$ cat config.mk
export PLATFORM = sky130hd
export DESIGN_NAME = spi_command_frontend
export DESIGN_NICKNAME = d
export VERILOG_FILES = /design/src/rtl/spi_command_frontend.sv
export SDC_FILE = /design/constraint.sdc
export NUM_CORES = 1
export LEC_CHECK = 0
export ABC_AREA = 1
export CAP_MARGIN = 25
export CORE_UTILIZATION = 40
export CTS_BUF_LIST = sky130_fd_sc_hd__clkbuf_8
export CTS_CLUSTER_SIZE = 40
export DETAILED_ROUTE_END_ITERATION = 7
export PLACE_DENSITY_LB_ADDON = 0.1
export REMOVE_ABC_BUFFERS = 1
export SLEW_MARGIN = 40
export SYNTH_ARGS = -nofsm -noshare
export SYNTH_HDL_FRONTEND = slang
export SYNTH_SLANG_ARGS = --single-unit
$ cat constraint.sdc
create_clock -name clk -period 4 [get_ports clk]
set_input_delay 0.8 -clock clk [delete_from_list [all_inputs] [get_ports clk]]
set_output_delay 0.8 -clock clk [all_outputs]
set_load 0.005 [all_outputs]
$ cat src/rtl/spi_command_frontend.sv
// SPI mode-0 slave front end: synchronises the SPI pins, deserialises one
// 8-bit command frame per chip-select window, decodes it into register-file
// load strobes / ALU op select, and shifts the O register out on MISO.
module spi_command_frontend #(
    parameter int SYNC_STAGES = 2,
    parameter int DATA_WIDTH  = 4,
    parameter int OUT_WIDTH   = 8
) (
    input  logic                  clk,
    input  logic                  reset,
    input  logic                  spi_sclk,
    input  logic                  spi_cs_n,
    input  logic                  spi_mosi,
    output logic                  spi_miso,
    input  logic [OUT_WIDTH-1:0]  o_data,
    output logic [DATA_WIDTH-1:0] a_data,
    output logic [DATA_WIDTH-1:0] b_data,
    output logic [2:0]            alu_op,
    output logic                  lda,
    output logic                  ldb,
    output logic                  ldo,
    output logic                  frame_err,
    output logic                  cmd_err
);

    // Command frames are as long as the MISO frame (one O register).
    localparam int FRAME_BITS = OUT_WIDTH;
    localparam int CNT_W      = $clog2(FRAME_BITS + 1);

    typedef enum logic [1:0] {
        WAIT_CS,
        IDLE,
        SHIFT,
        EXEC
    } state_t;

    // ------------------------------------------------------------------
    // Pin synchronisers: {sclk, cs_n, mosi} travel together through the
    // chain so their relative timing is preserved. All stages reset to 0,
    // which keeps a reset taken with cs_n held low from looking like a
    // fresh cs_n fall afterwards.
    // ------------------------------------------------------------------
    logic [SYNC_STAGES:0][2:0] sync_chain;

    assign sync_chain[0] = {spi_sclk, spi_cs_n, spi_mosi};

    genvar gi;
    generate
        for (gi = 0; gi < SYNC_STAGES; gi++) begin : g_sync
            logic [2:0] stage_reg;

            // One synchroniser flop stage for all three pins
            always_ff @(posedge clk) begin
                if (reset) begin
                    stage_reg <= '0;
                end else begin
                    stage_reg <= sync_chain[gi];
                end
            end

            assign sync_chain[gi+1] = stage_reg;
        end
    endgenerate

    logic sclk_s;
    logic cs_s;
    logic mosi_s;

    assign sclk_s = sync_chain[SYNC_STAGES][2];
    assign cs_s   = sync_chain[SYNC_STAGES][1];
    assign mosi_s = sync_chain[SYNC_STAGES][0];

    // ------------------------------------------------------------------
    // State and datapath registers
    // ------------------------------------------------------------------
    state_t                state_reg,     state_next;
    logic [CNT_W-1:0]      bit_cnt_reg,   bit_cnt_next;
    logic [FRAME_BITS-1:0] rx_shift_reg,  rx_shift_next;
    logic [OUT_WIDTH-1:0]  tx_shift_reg,  tx_shift_next;
    logic                  miso_reg,      miso_next;
    logic [DATA_WIDTH-1:0] a_reg,         a_next;
    logic [DATA_WIDTH-1:0] b_reg,         b_next;
    logic [2:0]            alu_op_reg,    alu_op_next;
    logic                  lda_reg,       lda_next;
    logic                  ldb_reg,       ldb_next;
    logic                  ldo_reg,       ldo_next;
    logic                  frame_err_reg, frame_err_next;
    logic                  cmd_err_reg,   cmd_err_next;
    logic                  sclk_prev_reg;
    logic                  cs_prev_reg;

    logic sclk_rise;
    logic sclk_fall;
    logic cs_rise;
    logic cs_fall;

    assign sclk_rise = sclk_s & ~sclk_prev_reg;
    assign sclk_fall = ~sclk_s & sclk_prev_reg;
    assign cs_rise   = cs_s & ~cs_prev_reg;
    assign cs_fall   = ~cs_s & cs_prev_reg;

    logic [3:0]            dec_op;
    logic [DATA_WIDTH-1:0] dec_arg;

    assign dec_op  = rx_shift_reg[FRAME_BITS-1 -: 4];
    assign dec_arg = rx_shift_reg[DATA_WIDTH-1:0];

    // Register update: state, shifters, decoded outputs and edge history
    always_ff @(posedge clk) begin
        if (reset) begin
            state_reg     <= WAIT_CS;
            bit_cnt_reg   <= '0;
            rx_shift_reg  <= '0;
            tx_shift_reg  <= '0;
            miso_reg      <= 1'b0;
            a_reg         <= '0;
            b_reg         <= '0;
            alu_op_reg    <= '0;
            lda_reg       <= 1'b0;
            ldb_reg       <= 1'b0;
            ldo_reg       <= 1'b0;
            frame_err_reg <= 1'b0;
            cmd_err_reg   <= 1'b0;
            sclk_prev_reg <= 1'b0;
            cs_prev_reg   <= 1'b0;
        end else begin
            state_reg     <= state_next;
            bit_cnt_reg   <= bit_cnt_next;
            rx_shift_reg  <= rx_shift_next;
            tx_shift_reg  <= tx_shift_next;
            miso_reg      <= miso_next;
            a_reg         <= a_next;
            b_reg         <= b_next;
            alu_op_reg    <= alu_op_next;
            lda_reg       <= lda_next;
            ldb_reg       <= ldb_next;
            ldo_reg       <= ldo_next;
            frame_err_reg <= frame_err_next;
            cmd_err_reg   <= cmd_err_next;
            sclk_prev_reg <= sclk_s;
            cs_prev_reg   <= cs_s;
        end
    end

    // Next-state, shifting and command decode
    always_comb begin
        state_next     = state_reg;
        bit_cnt_next   = bit_cnt_reg;
        rx_shift_next  = rx_shift_reg;
        tx_shift_next  = tx_shift_reg;
        miso_next      = miso_reg;
        a_next         = a_reg;
        b_next         = b_reg;
        alu_op_next    = alu_op_reg;
        lda_next       = 1'b0;
        ldb_next       = 1'b0;
        ldo_next       = 1'b0;
        frame_err_next = 1'b0;
        cmd_err_next   = 1'b0;

        case (state_reg)
            WAIT_CS: begin
                // Finish the current chip-select window before arming again
                miso_next = 1'b0;
                if (cs_s) begin
                    state_next = IDLE;
                end
            end

            IDLE: begin
                miso_next = 1'b0;
                // cs_fall takes priority; a coincident sclk edge is dropped
                if (cs_fall) begin
                    state_next    = SHIFT;
                    bit_cnt_next  = '0;
                    tx_shift_next = o_data;
                    miso_next     = o_data[OUT_WIDTH-1];
                end
            end

            SHIFT: begin
                if (cs_rise) begin
                    // Frame cut short: discard it, leave outputs untouched
                    frame_err_next = 1'b1;
                    miso_next      = 1'b0;
                    state_next     = IDLE;
                end else if (sclk_rise) begin
                    rx_shift_next = {rx_shift_reg[FRAME_BITS-2:0], mosi_s};
                    bit_cnt_next  = bit_cnt_reg + CNT_W'(1);
                    if (bit_cnt_reg == CNT_W'(FRAME_BITS - 1)) begin
                        state_next = EXEC;
                        miso_next  = 1'b0;
                    end
                end else if (sclk_fall) begin
                    tx_shift_next = tx_shift_reg << 1;
                    miso_next     = tx_shift_reg[OUT_WIDTH-2];
                end
            end

            EXEC: begin
                miso_next  = 1'b0;
                state_next = WAIT_CS;
                case (dec_op)
                    4'h0: ;
                    4'h1: begin
                        a_next   = dec_arg;
                        lda_next = 1'b1;
                    end
                    4'h2: begin
                        b_next   = dec_arg;
                        ldb_next = 1'b1;
                    end
                    4'h3, 4'h4, 4'h5, 4'h6, 4'h7: begin
                        cmd_err_next = 1'b1;
                    end
                    default: begin
                        alu_op_next = dec_op[2:0];
                        ldo_next    = 1'b1;
                    end
                endcase
            end

            default: begin
                state_next = WAIT_CS;
            end
        endcase
    end

    assign spi_miso  = miso_reg;
    assign a_data    = a_reg;
    assign b_data    = b_reg;
    assign alu_op    = alu_op_reg;
    assign lda       = lda_reg;
    assign ldb       = ldb_reg;
    assign ldo       = ldo_reg;
    assign frame_err = frame_err_reg;
    assign cmd_err   = cmd_err_reg;

endmodule
==> summary.md <==
| Metric | Value |
|---|---|
| Final setup margin | 2.03 ns |
| Critical path's top delay family | buffers and inverters |
| Worst min-delay path class | flip-flop to flip-flop |
| Share of cells above drive strength 1 | 0.0608 |
| Resized Gates After CTS | 0 |
| Crit-path max FO | 24 |
| Hold depth | 2 |
| Most common library cells after synthesis | nor2_1 (59), nand2_1 (52), dfxtp_1 (46), inv_1 (30), o21ai_0 (23) |
| Die width | 71 um |
| Initial Util | 0.426 |
| Period minus WS final | 1.97 ns |
| Delay of the slowest critical-path stage | between 0.4 and 0.5 ns |
| IO Count | 30 |
| Reg2Reg Setup Slack | 2.37 ns |
| Type of origin of the critical path | input port |
| Post-Place Worst Slack | roughly 1.7 ns |
| Grt ovf | 0 |
| Max cap viols | 0 |
| Yosys top cell by area | dfxtp_1 |
| Area growth, synth to finish | 23.0% |
| Root buffer cell | clkbuf_8 |
| Syn_area_per_cell | 7.21 sq um |
| Hold endpoint | g_sync[1].stage_reg[0]$_SDFF_PP0_ |
| GPL Wtd Cong | 0.813 |
| Die height | 71 um |
| #FFs+latches synth | 46 |
| Critical Path RT | 4.23 ns |
| DR iter-0 viols | 98 |
| CP endpoint kind | flip-flop |
| Final ANT Viol Nets | 0 |
| Largest net degree at the start of global routing | 25 |
| Critical path's slowest cell | inv_1 |
| EDFF count, synth | 0 |
| FFs w/ async S/R, synth | 0 |
| Skew final | 0.00868 ns |
| Max Freq | 509 MHz |
| Leak Pwr | 0.000993 uW |
| Cts bufs inserted | 5 |
| Ranking of synthesized cells by area | dfxtp_1 (48%), nor2_1 (12%), nand2_1 (10%) |
| Via count | 1629 |
| Die ar. | 5040 sq um |
| First-pass GRT wire length | roughly 6500 um |
| CTS hold repair buffers | 0 |
| Clock Pin Slew Worst Setup and Hold Paths | roughly 0.080 ns |
| Vias in the first global route | roughly 1500 |
| Power Density | 487 nW/um^2 |
| Row cnt | 24 |
| Hold_sp | g_sync[0].stage_reg[0]$_SDFF_PP0_ |
| Worst vdd ir | around 0.23 mV |
| Vias/cell | approximately 4.7 |
| Cell Chain, Critical Path | clkdlybuf4s50_1 -> buf_4 -> inv_1 -> o21ai_0 -> a21oi_1 |
| Critical path arrival | between 2 and 2.5 ns |
| Nets | 312 |
| Routed WL | 3670 um |
| Worst flop-to-flop path endpoint | rx_shift_reg[4]$_SDFFE_PP0P_ |
| CTS tree | yes |
| Share of the synthesized area in the top cell type | 0.484 |
| Crit Reg-Reg Startpoint | state_reg[0]$_SDFFE_PP0P_ |
| Sequential-to-total area share from yosys stat | 0.484 |
| Largest register FFs | 8 |
| Max-slew violation count | 0 |
| Dpl hpwl | 2600 um |
| Top FF cell, synth | dfxtp_1 |
| Fill cell count | 474 |
| Initial antenna violation count | 0 |
| Status | completed |
| Worst slew pin tran | 0.541 ns |
| CTS max path bufs | 2 |
| Most common cell in the netlist | nor2_1 |
| Hold Fails Final Rpt | 0 |
| Router iterations before antenna repair | 6 |
| FF-to-FF path depth | 6 |
| Setup TNS | 0 ns |
| Later-pin clock latency in the skew report | 0.29 ns |
| Synth Warn # | 0 |
| Crit Path Class | input port to flip-flop |
| Wire per inst | 10.6 um |
| Crit path buffers/inverters | 3 |
| Max_slew headroom | 0.639 |
| Residual DRC | 0 |
| Core Region | around 4500 sq um |
| Synthesized area | ~1900 sq um |
| Number of port buffers | 29 |
| RSZ-0062 raised after global routing | false |
| H-Tree Level Count | 2 |
| N_diodes | 0 |
| Final setup violation count | 0 |
| Worst setup startpoint | reset |
| Gate count after technology mapping | 264 |
| GRT Overall Usage | 0.164 |
| Hold slack final | roughly 0.4 ns |
| Final period util | 0.491 |
| Post-CTS Setup Inserts | 0 |
| Clock Sinks | 46 |
| Post-synth cell types | 21 |
where the power goes:
part	total [uW]	switching, uW	internal (uW)
Combinational	273	179	94.7
Sequential	540	33.7	507
Clock	328	146	182
logic make-up (layout without fill, tap and decap cells):
group,Yosys count,count (layout),share of synthesized area
AND/OR/NAND/NOR,136,136,0.304
flip-flops,46,46,0.484
AO/OA/AOI/OAI,40,40,0.107
buffers and inverters,38,70,0.0795
adder cells (fa/ha/maj),4,4,0.0263
final cells by class:
class                   instances  area, sq um  share of cell area
inverters                      32          120              0.0513
well taps                      52         65.1              0.0278
multi-input cells             180          832               0.355
repair buffers                 30          298               0.127
flip-flops and latches         46          921               0.393
clock buffers                   5         68.8              0.0294
clock inverters                 3         37.5              0.0160
worst reg2reg max path: cells and delay by family, from the launching register on:
family / cells / cell delay, ns
AND/OR/NAND/NOR: 3 / 0.72
AO/OA/AOI/OAI: 2 / 0.31
buffers and inverters: 1 / 0.11
flip-flops: 1 / 0.38
stage by stage:
step	util	power, uW	std cells	cell area, sq um
global placement	0.500	825	340	2240
CTS	0.523	1160	348	2340
global route	0.523	1230	348	2340
floorplan	-	758	258	1870
detailed placement	0.500	828	340	2240
finish	0.523	1140	348	2340
worst max-delay path by stage:
stage / end / slack [ns] / cells after the start
2_1_floorplan: a_data[0]$_SDFFE_PP0P_ / 2.61 / 3
3_3_place_gp: a_data[0]$_SDFFE_PP0P_ / 1.73 / 5
3_5_place_dp: rx_shift_reg[4]$_SDFFE_PP0P_ / 1.73 / 5
4_1_cts: rx_shift_reg[4]$_SDFFE_PP0P_ / 2.03 / 5
5_1_grt: rx_shift_reg[4]$_SDFFE_PP0P_ / 1.82 / 5
6_report: rx_shift_reg[4]$_SDFFE_PP0P_ / 2.03 / 5
per-layer routing:
metal	up-vias	global-route usage	routed length [um]
li1	887	-	-
met1	707	0.213	1860
met2	33	0.263	1630
met3	2	0.0370	151
met4	0	0.0667	33
met5	-	0	0
cells in the final DEF (no fill, tap or decap), drive strengths merged:
cell type	instances
nand3	11
bufinv	1
clkdlybuf4s50	29
dfxtp	46
buf	1
nand2	57
nor2	61
o21ai	23
nand4	3
nor4	1
inv	34
a21oi	17
nor3	3
ha	4
clkbuf	5
Power figures use the tool's default switching activity.
